<file path="config.mk">
export PLATFORM = sky130hd
export DESIGN_NAME = policy_gen_flat
export DESIGN_NICKNAME = d
export VERILOG_FILES = /design/src/rtl/policy_gen_pkg.sv /design/src/rtl/policy_gen_if.sv /design/src/rtl/policy_gen_line_eval.sv /design/src/rtl/policy_gen.sv /design/src/flat_wrapper.sv
export SDC_FILE = /design/constraint.sdc
export NUM_CORES = 1
export LEC_CHECK = 0
export CAP_MARGIN = 30
export CORE_MARGIN = 2
export CORE_UTILIZATION = 45
export CTS_CLUSTER_SIZE = 28
export DETAILED_ROUTE_END_ITERATION = 10
export PLACE_DENSITY = 0.66
export SLEW_MARGIN = 20
export SYNTH_ARGS = -nofsm -noshare
export SYNTH_HDL_FRONTEND = slang
export SYNTH_SLANG_ARGS = --single-unit
</file>
<file path="constraint.sdc">
create_clock -name clock -period 4.2 [get_ports clock]
set_clock_uncertainty 0.2 [all_clocks]
set_input_delay 0.84 -clock clock [delete_from_list [all_inputs] [get_ports clock]]
set_output_delay 0.84 -clock clock [all_outputs]
set_load 0.02 [all_outputs]
</file>
<file path="src/rtl/policy_gen_pkg.sv">
// Shared definitions for the tic-tac-toe move policy block.
// Holds the cell and outcome codes, the line-to-cell table, the FSM state
// encoding and small helpers used by policy_gen.
package policy_gen_pkg;

  localparam logic [1:0] CELL_EMPTY  = 2'b00;
  localparam logic [1:0] CELL_AGENT  = 2'b01;
  localparam logic [1:0] CELL_PLAYER = 2'b10;

  localparam logic [1:0] OUTCOME_NONE       = 2'b00;
  localparam logic [1:0] OUTCOME_AGENT_WIN  = 2'b01;
  localparam logic [1:0] OUTCOME_PLAYER_WIN = 2'b10;
  localparam logic [1:0] OUTCOME_DRAW       = 2'b11;

  // Rows, columns, then the two diagonals.
  localparam logic [3:0] LINE_TABLE [0:7][0:2] = '{
    '{4'd0, 4'd1, 4'd2},
    '{4'd3, 4'd4, 4'd5},
    '{4'd6, 4'd7, 4'd8},
    '{4'd0, 4'd3, 4'd6},
    '{4'd1, 4'd4, 4'd7},
    '{4'd2, 4'd5, 4'd8},
    '{4'd0, 4'd4, 4'd8},
    '{4'd2, 4'd4, 4'd6}
  };

  localparam logic [2:0] ST_IDLE   = 3'd0;
  localparam logic [2:0] ST_WIN    = 3'd1;
  localparam logic [2:0] ST_BLOCK  = 3'd2;
  localparam logic [2:0] ST_CENTER = 3'd3;
  localparam logic [2:0] ST_RAND   = 3'd4;
  localparam logic [2:0] ST_HOLD   = 3'd5;

  typedef enum logic [2:0] {
    IDLE   = ST_IDLE,
    WIN    = ST_WIN,
    BLOCK  = ST_BLOCK,
    CENTER = ST_CENTER,
    RAND   = ST_RAND,
    HOLD   = ST_HOLD
  } state_t;

  function automatic logic [1:0] cell_at(input logic [17:0] b, input logic [3:0] idx);
    return b[{idx, 1'b0} +: 2];
  endfunction

  function automatic logic [3:0] mod9(input logic [3:0] v);
    return (v >= 4'd9) ? (v - 4'd9) : v;
  endfunction

  // Fibonacci form of x^8 + x^6 + x^5 + x^4 + 1.
  function automatic logic [7:0] lfsr_next(input logic [7:0] l);
    return {l[6:0], l[7] ^ l[5] ^ l[4] ^ l[3]};
  endfunction

endpackage

</file>
<file path="src/rtl/policy_gen_if.sv">
// Move request / action handshake between a requester and policy_gen.
//   req          : move request (requester -> policy)
//   action_ready : requester accepts the presented action
//   action       : chosen cell index 0..8
//   action_valid : action holds a legal move
//   busy         : policy is searching or holding a move
//   no_move      : one-cycle pulse, snapshot had no empty cell
interface policy_gen_if;
  logic       req;
  logic       action_ready;
  logic [3:0] action;
  logic       action_valid;
  logic       busy;
  logic       no_move;

  modport master (
    output req, action_ready,
    input  action, action_valid, busy, no_move
  );

  modport slave (
    input  req, action_ready,
    output action, action_valid, busy, no_move
  );
endinterface

</file>
<file path="src/rtl/policy_gen_line_eval.sv">
// Combinational evaluation of one three-cell line.
//   c0..c2 : cell codes along the line
//   mark   : mark being looked for
//   hit    : two cells hold mark and the remaining cell is empty
//   pos    : position (0..2) of the empty cell when hit is set
module line_eval
  import policy_gen_pkg::*;
(
  input  logic [1:0] c0,
  input  logic [1:0] c1,
  input  logic [1:0] c2,
  input  logic [1:0] mark,
  output logic       hit,
  output logic [1:0] pos
);

  always_comb begin
    hit = 1'b0;
    pos = '0;
    if (c0 == CELL_EMPTY && c1 == mark && c2 == mark) begin
      hit = 1'b1;
      pos = 2'd0;
    end else if (c0 == mark && c1 == CELL_EMPTY && c2 == mark) begin
      hit = 1'b1;
      pos = 2'd1;
    end else if (c0 == mark && c1 == mark && c2 == CELL_EMPTY) begin
      hit = 1'b1;
      pos = 2'd2;
    end
  end

endmodule

</file>
<file path="src/rtl/policy_gen.sv">
// Move policy: on request, snapshots the board and picks a cell by
// priority: complete own line, block opponent line, take centre, else
// probe from an LFSR-chosen start for the first empty cell.
//   clock, rst_n  : clock, asynchronous active-low reset
//   enable        : low holds the FSM idle and freezes the LFSR
//   rst_policygen : synchronous clear
//   board         : 9 cells x 2 bits, cell i at [2i+1:2i]
//   outcome       : nonzero when the game is over
//   pif           : request/action handshake (slave side)
module policy_gen
  import policy_gen_pkg::*;
#(
  parameter logic [1:0] OWN_MARK  = 2'd1,
  parameter logic [7:0] LFSR_SEED = 8'hA5
) (
  input  logic          clock,
  input  logic          rst_n,
  input  logic          enable,
  input  logic          rst_policygen,
  input  logic [17:0]   board,
  input  logic [1:0]    outcome,
  policy_gen_if.slave   pif
);

  localparam logic [7:0] SEED = (LFSR_SEED == 8'h00) ? 8'h01 : LFSR_SEED;

  state_t      state;
  logic [17:0] snapshot;
  logic [2:0]  line_idx;
  logic [3:0]  probe_idx;
  logic [3:0]  probe_cnt;
  logic [7:0]  lfsr;
  logic [3:0]  action;
  logic        action_valid;
  logic        no_move;

  logic [1:0]  c0, c1, c2, mark;
  logic        hit;
  logic [1:0]  pos;
  logic        abort;

  always_comb begin
    c0    = cell_at(snapshot, LINE_TABLE[line_idx][0]);
    c1    = cell_at(snapshot, LINE_TABLE[line_idx][1]);
    c2    = cell_at(snapshot, LINE_TABLE[line_idx][2]);
    mark  = (state == BLOCK) ? ~OWN_MARK : OWN_MARK;
    abort = (outcome != OUTCOME_NONE) || !enable;
  end

  line_eval u_line_eval (
    .c0   (c0),
    .c1   (c1),
    .c2   (c2),
    .mark (mark),
    .hit  (hit),
    .pos  (pos)
  );

  always_ff @(posedge clock or negedge rst_n) begin
    if (!rst_n) begin
      state        <= IDLE;
      snapshot     <= '0;
      line_idx     <= '0;
      probe_idx    <= '0;
      probe_cnt    <= '0;
      lfsr         <= SEED;
      action       <= '0;
      action_valid <= 1'b0;
      no_move      <= 1'b0;
    end else if (rst_policygen) begin
      state        <= IDLE;
      snapshot     <= '0;
      line_idx     <= '0;
      probe_idx    <= '0;
      probe_cnt    <= '0;
      lfsr         <= SEED;
      action       <= '0;
      action_valid <= 1'b0;
      no_move      <= 1'b0;
    end else begin
      if (enable) lfsr <= lfsr_next(lfsr);
      no_move <= 1'b0;
      // Abort wins over any hit or probe result in the same cycle.
      if (state != IDLE && abort) begin
        state        <= IDLE;
        action_valid <= 1'b0;
      end else begin
        case (state)
          IDLE: begin
            if (pif.req && enable && outcome == OUTCOME_NONE) begin
              snapshot <= board;
              line_idx <= '0;
              state    <= WIN;
            end
          end
          WIN, BLOCK: begin
            if (hit) begin
              action <= LINE_TABLE[line_idx][pos];
              state  <= HOLD;
            end else if (line_idx == 3'd7) begin
              line_idx <= '0;
              state    <= (state == WIN) ? BLOCK : CENTER;
            end else begin
              line_idx <= line_idx + 3'd1;
            end
          end
          CENTER: begin
            if (cell_at(snapshot, 4'd4) == CELL_EMPTY) begin
              action <= 4'd4;
              state  <= HOLD;
            end else begin
              probe_idx <= mod9(lfsr[3:0]);
              probe_cnt <= '0;
              state     <= RAND;
            end
          end
          RAND: begin
            if (cell_at(snapshot, probe_idx) == CELL_EMPTY) begin
              action <= probe_idx;
              state  <= HOLD;
            end else if (probe_cnt == 4'd8) begin
              no_move <= 1'b1;
              state   <= IDLE;
            end else begin
              probe_idx <= (probe_idx == 4'd8) ? 4'd0 : probe_idx + 4'd1;
              probe_cnt <= probe_cnt + 4'd1;
            end
          end
          HOLD: begin
            // First HOLD cycle raises valid, so a hit on line k is
            // presented k+2 cycles after the request is taken.
            if (action_valid && pif.action_ready) begin
              action_valid <= 1'b0;
              state        <= IDLE;
            end else begin
              action_valid <= 1'b1;
            end
          end
          default: state <= IDLE;
        endcase
      end
    end
  end

  assign pif.action       = action;
  assign pif.action_valid = action_valid;
  assign pif.busy         = (state != IDLE);
  assign pif.no_move      = no_move;

endmodule

</file>
<file path="src/flat_wrapper.sv">
// flat-port wrapper written by rule: the top's interface ports become plain ports
module policy_gen_flat import policy_gen_pkg::*;
#(
  parameter logic [1:0] OWN_MARK  = 2'd1,
  parameter logic [7:0] LFSR_SEED = 8'hA5
)
  (clock, rst_n, enable, rst_policygen, board, outcome, pif_req, pif_action_ready, pif_action, pif_action_valid, pif_busy, pif_no_move);
  policy_gen_if pif_i ();
  input  logic clock;
  input  logic rst_n;
  input  logic enable;
  input  logic rst_policygen;
  input  logic [17:0] board;
  input  logic [1:0] outcome;
  input wire logic [$bits(pif_i.req)-1:0] pif_req;
  input wire logic [$bits(pif_i.action_ready)-1:0] pif_action_ready;
  output wire logic [$bits(pif_i.action)-1:0] pif_action;
  output wire logic [$bits(pif_i.action_valid)-1:0] pif_action_valid;
  output wire logic [$bits(pif_i.busy)-1:0] pif_busy;
  output wire logic [$bits(pif_i.no_move)-1:0] pif_no_move;
  assign pif_i.req = pif_req;
  assign pif_i.action_ready = pif_action_ready;
  assign pif_action = pif_i.action;
  assign pif_action_valid = pif_i.action_valid;
  assign pif_busy = pif_i.busy;
  assign pif_no_move = pif_i.no_move;
  policy_gen #(.OWN_MARK(OWN_MARK), .LFSR_SEED(LFSR_SEED)) u_core (.clock(clock), .rst_n(rst_n), .enable(enable), .rst_policygen(rst_policygen), .board(board), .outcome(outcome), .pif(pif_i));
endmodule
</file>
Word level (Yosys, flattened, before mapping)
Memory sizes are Yosys's and may differ from the RTL's. Index checks and enable logic that the tools add are counted.

Bitwise gates (word level): 5. Reduce and logical (&&, ||, !) cells: 34. $lt $le $gt $ge: 3. Shift-type cells: 4. Add/subtract/negate cells: 4. Muxes and demuxes: 64. Equal/unequal tests: 24.

Operator list (count): two-way mux 4 bit (19); two-way mux 18 bit (4); variable part select 18 x 6 -> 2 bit (4); two-way mux 3 bit (13); two-way mux 12 bit (2); two-way mux 8 bit (2); case mux 4 bit (2 select lines) (2); case mux 3 bit (5 select lines) (1); two-way mux 1 bit (14); logical NOT 2 bit (6); inequality test 3 x 2 -> 1 bit (second input constant) (4); inequality test 3 bit (second input constant) (4); case mux 4 bit (3 select lines) (1); nonzero test 3 bit (4); logical AND 1 bit (10); inequality test 5 x 2 -> 1 bit (second input constant) (2); AND reduction 5 bit (2); equality test 3 bit (second input constant) (3); adder 4 x 1 -> 4 bit (second input constant) (2); binary-select mux 4 bit (select 2 bit) (1); equality test 4 bit (second input constant) (2); greater-or-equal comparator 4 bit (second input constant) (2); two-way mux 2 bit (4); inequality test 4 x 2 -> 1 bit (second input constant) (2); 19 further kinds (28).

Memories kept: 1. Bits of input ports: 26. Memory bits (read-only): 96. Output and inout port bits: 7. Register bits after elaboration: 46. Logic and storage cells: 148.

Memories: (no name shown) (words 8, bits a word 12, read ports 1, clocked after memory_dff 0, write ports 0, line policy_gen.sv:43) `c0 = cell_at(snapshot, LINE_TABLE[line_idx][0]);`.

Longest topological paths before layout
Word-level depth: 19. Depth in mapped cells: 13. Mapped depth without buffers: 11.

By module
From an unflattened synthesis, not the netlist that was laid out.

Cells, all modules: 410. Area total of the unflattened synthesis: 3484.6 um^2.

By module, submodules not included: policy_gen (sequential area each 1156.1 um^2, cells each 393, times used 1, area an instance 3369.5 um^2); line_eval (sequential area each 0.0 um^2, cells each 17, times used 1, area an instance 115.1 um^2).

Least setup slack after synthesis
OpenSTA, ideal clock, no wires.

Path kind: register to register. Start point: reg u_core.line_idx[0]. End point: reg u_core.state[0]. Cell stages (with the launch flop): 13. Arrival time: 3238 ps. Data required time: 3872 ps. Slack: 635 ps. Library setup time: 128 ps. Buffers on the path: 2. Period minus slack after synthesis: 3565 ps. Cell sequence: dfrtp_1 -> buf_2 -> inv_1 -> ha_1 -> buf_1 -> nor3b_1 -> a222oi_1 -> o211a_1 -> or4b_4 -> a211oi_4 -> nor3b_4 -> a41oi_1 -> mux2_1.

Cells in the longest elaborated chain, start to end: 15. Elaborated cells on any way between the ends: 29. Classes of those cells: eq/ne (5); shift (3); mux (9); bitwise (1); reduce/logical (10); memory (1).

Ends and longest elaborated chain: start, declared (line policy_gen.sv:29) `logic [2:0] line_idx;`; start signal, assigned (line policy_gen.sv:104) `line_idx <= line_idx + 3'd1;`; inverter 3 -> 4 bit (implied by the code) (line policy_gen.sv:43, policy_gen.sv:44, policy_gen.sv:45); memory read (8 x 12 bit); two-way mux 12 bit; two-way mux 12 bit (implied by the code) (line policy_gen.sv:43); variable part select 18 x 6 -> 2 bit (line policy_gen_pkg.sv:44) `return b[{idx, 1'b0} +: 2];`; equality test 2 bit (on tied branches) (line policy_gen_line_eval.sv:23, policy_gen_line_eval.sv:26, policy_gen_line_eval.sv:20); logical AND 1 bit (2 in a row) (line policy_gen_line_eval.sv:26) `end else if (c0 == mark && c1 == mark && c2 == CELL_EMPTY) begin`; two-way mux 1 bit (line policy_gen_line_eval.sv:26); two-way mux 1 bit (line policy_gen_line_eval.sv:23) `end else if (c0 == mark && c1 == CELL_EMPTY && c2 == mark) begin`; two-way mux 1 bit (line policy_gen_line_eval.sv:20) `if (c0 == CELL_EMPTY && c1 == mark && c2 == mark) begin`; two-way mux 3 bit (line policy_gen.sv:97) `if (hit) begin`; case mux 3 bit (5 select lines) (line policy_gen.sv:88) `case (state)`; two-way mux 3 bit (line policy_gen.sv:84) `if (state != IDLE && abort) begin`; two-way mux 3 bit (line policy_gen.sv:70) `end else if (rst_policygen) begin`; end signal, assigned (line policy_gen.sv:102) `state <= (state == WIN) ? BLOCK : CENTER;`; end, declared (line policy_gen.sv:27) `state_t state;`.

Parallel ways exist; a longest one is shown, timed or not. The select of a mux whose other input is x is not followed. A chain may end at the register's enable or synchronous reset.

Worst setup path after layout
Same ends and word-level chain as after synthesis.

==> metrics.md <==
| Metric | Value |
|---|---|
| Fillers | `747` |
| DPL Wire Length | `7.08 mm` |
| Top cells by area, synth | `dfrtp_1 (29%), nand2_1 (7.5%), mux2i_1 (6.7%), a21oi_1 (4.8%), ha_1 (4.2%)` |
| Critical R2R Launch | `u_core.line_idx[0]` |
| GR Util met1 | `31.2%` |
| Setup slack, reg-to-reg | `340 ps` |
| Total CTS buffers | `5` |
| Most frequent cell after synthesis | `nand2_1` |
| Synthesized instance count | `419` |
| TritonCTS clock tree | `built` |
| #FFs+latches synth | `46` |
| Cell Area, Synth | `3570 µm²` |
| CTS root buf | `clkbuf_8` |
| Count of different cell masters after synthesis | `73` |
| Post-route clock period utilization | `91.9%` |
| Crit-path slowest cell | `or4b_4` |
| Max_cap viols | `0` |
| Worst-path clk slew | `90 ps` |
| Maximum clock insertion buffer count | `2` |
| RSZ-0062 raised after global routing | `no` |
| Worst reg2reg endpoint | `u_core.state[0]` |
| Ys async rst share | `100%` |
| Achievable Freq | `0.259 GHz` |
| Max Slew Vio Count | `0` |
| GRT overflow | `0` |
| Post-CTS Setup Bufs | `0` |
| Routed WL | `9.22 mm` |
| Htree depth | `2` |
| Post-CTS sizing | `0` |
| Crit path max fanout | `13` |
| Worst slew pin tran | `853 ps` |
| Starting Density | `46.3%` |
| Setup TNS | `0 ps` |
| Worst Setup Start Kind | `flop` |
| Delay-heaviest family, CP | `compound AO/OA/AOI/OAI gates` |
| WL/cell | `16.8 µm` |
| GR Util met2 | `37.7%` |
| Max VDD drop | `0.160 mV` |
| DRT antenna net count | `0` |
| Headroom to the max-slew limit | `43.1%` |
| DIE AREA | `8670 µm²` |
| DRC | `0` |
| DR vias/cell | `5.91` |
| Layout cell share with drive strength beyond 1 | `10.8%` |
| Crit Path Class | `reg2reg` |
| Sequential area share after synthesis | `32.3%` |
| Area of the core | `7730 µm²` |
| Die H | `93.1 µm` |
| Final instance area | `4130 µm²` |
| Total Power | `1.21 mW` |
| Status | `finished, final reports clean` |
| Hold Vio Cnt, Final | `0` |
| RePlAce Congestion | `0.982` |
| Leak | `1.71 nW` |
| Crit path DAT | `3850 ps` |
| Io pins | `33` |
| Initial DRC count | `241` |
| CP required | `4190 ps` |
| First-pass GRT wire length | `15.8 mm` |
| Hold Crit Class | `in2async` |
| Initial antenna violation count | `0` |
| Synth warnings | `0` |
| Avg Cell Area, Syn | `8.53 µm²` |
| Total clock sinks | `46` |
| DP Area | `3980 µm²` |
| Crit path buf inv count | `1` |
| PortBufs | `32` |
| Final min period | `3860 ps` |
| Largest area contributor in the synthesized netlist | `dfrtp_1` |
| Cell Chain, Critical Path | `inv_1 -> ha_1 -> nor2_1 -> a32oi_1 -> a22oi_1 -> or4b_4 -> a211oi_4 -> nor3b_4 -> a41oi_1 -> mux2_1` |
| Critical path depth | `10` |
| Worst-Skew Late Latency | `310 ps` |
| Drt first pass iters | `4` |
| Vias in the first global route | `3227` |
| M3 GR Usage | `3.46%` |
| Area share of the largest cell type after synthesis | `29.4%` |
| Crit end category | `flop` |
| Antenna cells | `0` |
| Slowest stage delay, CP | `590 ps` |
| # hold bufs at CTS | `0` |
| Commonest cells post-synth | `nand2_1 (71), dfrtp_1 (42), a21oi_1 (34)` |
| Total GRT Usage | `22.8%` |
| Largest net degree at the start of global routing | `35` |
| Die Span X | `93.1 µm` |
| Post-synth EDFFs | `0` |
| DR vias | `3234` |
| Endpoints failing setup | `0` |
| Num rows | `32` |
| PD cells | `292 nW/µm²` |
| Area grow syn2layout | `15.4%` |
| Prevailing post-synth register cell | `dfrtp_1` |
| Syn Nets | `457` |
| Layout Nets | `482` |
| Cells on worst reg2reg path | `10` |
| Most Crowded Layer GR | `met2` |
==> cell families (layout without fill, tap and decap cells) <==
group                    Yosys count  in the layout  synth area share [%]
flip-flops                        46             46                  32.3
multiplexers                      41             41                  13.8
adder cells (fa/ha/maj)           12             12                  4.20
XOR/XNOR                           8              8                  1.96
AO/OA/AOI/OAI                     97             97                  17.9
AND/OR/NAND/NOR                  173            173                  24.6
buffers and inverters             42             68                  5.18
==> metal layers <==
| metal | wire length, µm | up-vias | share of wire, % |
|---|---|---|---|
| met5 | 0 | - | 0 |
| met4 | 133 | 0 | 1.4 |
| met3 | 363 | 12 | 3.9 |
| met2 | 4520 | 80 | 49 |
| met1 | 4190 | 1594 | 46 |
| li1 | - | 1548 | - |
==> area by class of cell <==
type                    instances  area (µm²)  share of cell area, %
flip-flops and latches         46        1160                   28.0
repair buffers                 41         395                   9.58
inverters                      19        71.3                   1.73
multi-input cells             331        2230                   54.1
clock inverters                 2        60.1                   1.46
well taps                     102         128                   3.09
clock buffers                   6        82.6                   2.00
==> worst max path at each step <==
stage | startpoint | to | slack [ps]
6_report | u_core.line_idx[0] | u_core.state[0] | 340
5_1_grt | u_core.line_idx[0] | u_core.state[0] | 120
4_1_cts | u_core.line_idx[0] | u_core.state[0] | 360
3_5_place_dp | u_core.line_idx[0] | u_core.state[0] | 380
3_3_place_gp | u_core.line_idx[1] | u_core.state[0] | 500
2_1_floorplan | u_core.line_idx[0] | u_core.state[0] | 630
==> state kept, by name, summed over array words and instances, names as in the netlist <==
register	flops
u_core.line_idx	3
u_core.pif.action_valid	1
u_core.probe_idx	4
u_core.probe_cnt	4
u_core.snapshot	18
u_core.state	3
u_core.pif.no_move	1
u_core.pif.action	4
u_core.lfsr	8
==> worst reg2reg max path, stage by stage, from the launching register on <==
cell      delay, ps
dfrtp_1         460
inv_1           170
ha_1            510
nor2_1          210
a32oi_1         330
a22oi_1         210
or4b_4          590
a211oi_4        360
nor3b_4         120
a41oi_1         250
mux2_1          340
==> per-stage QoR <==
step | setup slack (ps) | util (%) | cells | hold slack, ps
detailed placement | 379 | 51.6 | 539 | 292
global placement | 498 | 51.3 | 538 | 281
CTS | 357 | 53.4 | 547 | 293
floorplan | 635 | - | 419 | 268
global route | 124 | 53.4 | 547 | 317
finish | 339 | 53.4 | 547 | 283
==> cells in the final DEF, fill, tap and decap left out, types with 6 or more instances in the layout <==
cell and count:
buf_4 8, clkdlybuf4s50_1 31, mux2_2 6, nor3_1 12, a21oi_1 34, inv_1 18, clkbuf_8 6, nand3_1 9
o21ai_0 14, nand2b_1 7, dfrtp_1 42, nor2_1 33, ha_1 12, nand2_1 71, mux2i_1 24
==> report_power, final <==
group / internal [mW] / switching (mW)
clock network: 0.254 / 0.152
logic: 0.129 / 0.159
registers: 0.468 / 0.0436
total: 0.851 / 0.355
(Power assumes the default switching activity.)
==> patch: new RTL, same settings <==
Reset style: synchronous (`rst_n`), changed in one clocked block. Comments in the files are not updated.
--- a/src/rtl/policy_gen.sv
+++ b/src/rtl/policy_gen.sv
@@ -57,5 +57,5 @@
   );
 
-  always_ff @(posedge clock or negedge rst_n) begin
+  always_ff @(posedge clock) begin
     if (!rst_n) begin
       state        <= IDLE;
Behaviour: differs if rst_n is asserted again (counterexample within 4 cycles, from zero or initial values and one cycle with rst_n low); with rst_n held inactive, the same outputs for 10 cycles.
==> patch against the unedited design <==
Sequential share of layout area fell by 3.9 points. Non-clock buffer count is 4 higher. Worst setup slack lost 8.5 ps. Final area fell by 7.3%. Sequential cell count did not move. Global-route usage decreased by 0.48 points. Routed wire length decreased by 6.4%. Synthesized area fell by 8.3%. Highest routed layer unchanged.
Power is not compared: it rests on default switching activity, and its combinational part moved more than twofold at a synthesized area within 25%.
==> patch: results <==
[synthesis]
synth_common_cells = "64 x nand2_1, 46 x dfxtp_1, 45 x a21oi_1"
synth_area_leaders = "dfxtp_1 28%, mux2i_1 9.8%, nand2_1 7.3%"
synthArstFlopShare_pct = 0
synth_ff_type = "dfxtp_1"
synth_fp_nets = 465
ys_seq_area_share_pct = 28.1
yosys_warnings = 0
yosysUniqueCellTypes = 62
synth_cells = 427

[place]
placed_cells = 548
gp_congestion = 0.973
io_buffer_count = 32
dpl.hpwl_mm = 6.43
dpl_cell_area_sq_mm = 0.00372

[clock_network]
clkTransAtPathRegs_ps = 90
post_cts_resized = 0
cts_buffers = 5
clock-root-buffer = "clkbuf_8"
post_cts_buffers = 0
clkLatencyLatePin_ps = 300
htree_levels = 2
clk_path_buf_depth = 2

[global_routing]
grt_max_degree = 32
met2_usage_pct = 34.9
grt_pass1_wl_mm = 14.1
grt_pass1_vias = 2911
grt_antenna_before_repair = 0
use_met3_pct = 2.95
grt_usage_pct = 22.3
grt_use_met1_pct = 31.9

[timing]
worstMarginPinSlew_ps = 756

[worst_setup_path]
reg2reg_slack_ps = 330
r2r_start = "u_core.line_idx[1]"
worstPathMaxFanout = 10
worstPathArrival_ps = 3910
r2r_cells = 11
crit_type = "reg2reg"
r2r_end = "u_core.line_idx[2]"

[detailed_routing]
drt_pass1_iterations = 5
wl_mm = 8.63
drtIter0Drc = 303
vias_per_cell = 5.71

[final_layout]
top_regs = "u_core.snapshot (18), u_core.lfsr (8)"
final_cells = 556
drive_above_1_share_pct = 7.66
antenna_cells = 0
fin_nets = 494

[power]
ir_worst_vdd_v = 0.000145
power_leakage_uw = 0.00135

[worst_hold_path]
hold_path_end = "u_core.lfsr[7]"
hold_path_depth = 2
worstHoldStart = "u_core.lfsr[6]"
hold_path_class = "reg2reg"

[run_status]
status = "finished, final reports clean"
==> patch: cell types whose count changed after synthesis, sizes merged, moves of 7 or more <==
cell,change
dfrtp,-42
nand2,-7
a21oi,+9
nand2b,+7
dfxtp,+46
nor2,+9
mux2,-9
mux2i,+8
a211oi,+7
==> patch: cell families (layout without fill, tap and decap cells) <==
| family | Yosys count | after routing | share of synthesized area (%) |
|---|---|---|---|
| flops | 46 | 46 | 28.1 |
| compound gates | 111 | 111 | 22.3 |
| mux | 38 | 38 | 12.6 |
| fa+ha+maj | 12 | 12 | 4.58 |
| xor+xnor | 5 | 5 | 1.34 |
| buf+inv | 37 | 67 | 4.77 |
| simple gates | 178 | 178 | 26.3 |
==> patch: per-stage QoR <==
step           setup WS, ps  hold slack (ps)  utilization [%]
2_1_floorplan           557              245                -
3_3_place_gp            442              257             52.1
3_5_place_dp            328              266             52.1
4_1_cts                 308              294             53.6
5_1_grt                26.3              321             53.6
6_report                330              287             53.6
==> patch: final cells by class <==
type / instances / area [sq um]
Clock buffer: 6 / 72.6
Clock inverter: 2 / 37.5
Fill cell: 730 / 3310
Inverter: 14 / 52.6
Multi-Input combinational cell: 344 / 2200
Sequential cell: 46 / 921
Tap cell: 99 / 124
Timing Repair Buffer: 45 / 418
==> patch: critical path, stage by stage, from the launching register on <==
cell and delay, ps:
dfxtp_1 500, inv_1 130, ha_1 310, mux2i_2 210, mux2_2 380, o311ai_2 310, o21ai_1 160, or4b_4 570
a211oi_4 410, a2111oi_0 120, nor2_1 290, mux2i_1 210
==> patch: per-layer routing <==
layer,vias up,wire (microns)
met2,83,3950
met4,0,135
met3,15,463
met5,-,0
li1,1576,-
met1,1502,4080
==> patch: worst max-delay path by stage <==
stage | to | slack (ps) | cells after the start
global placement | u_core.pif.action[2] | 440 | 12
finish | u_core.line_idx[2] | 330 | 11
global route | u_core.pif.action[2] | 30 | 13
CTS | u_core.line_idx[2] | 310 | 11
floorplan | u_core.pif.action[2] | 560 | 13
detailed placement | u_core.line_idx[1] | 330 | 11
==> patch: power breakdown <==
group / total (uW) / internal [uW] / switching, uW
registers: 447 / 441 / 6.55
logic: 70.3 / 39.6 / 30.7
clock network: 339 / 178 / 161
total: 856 / 658 / 198
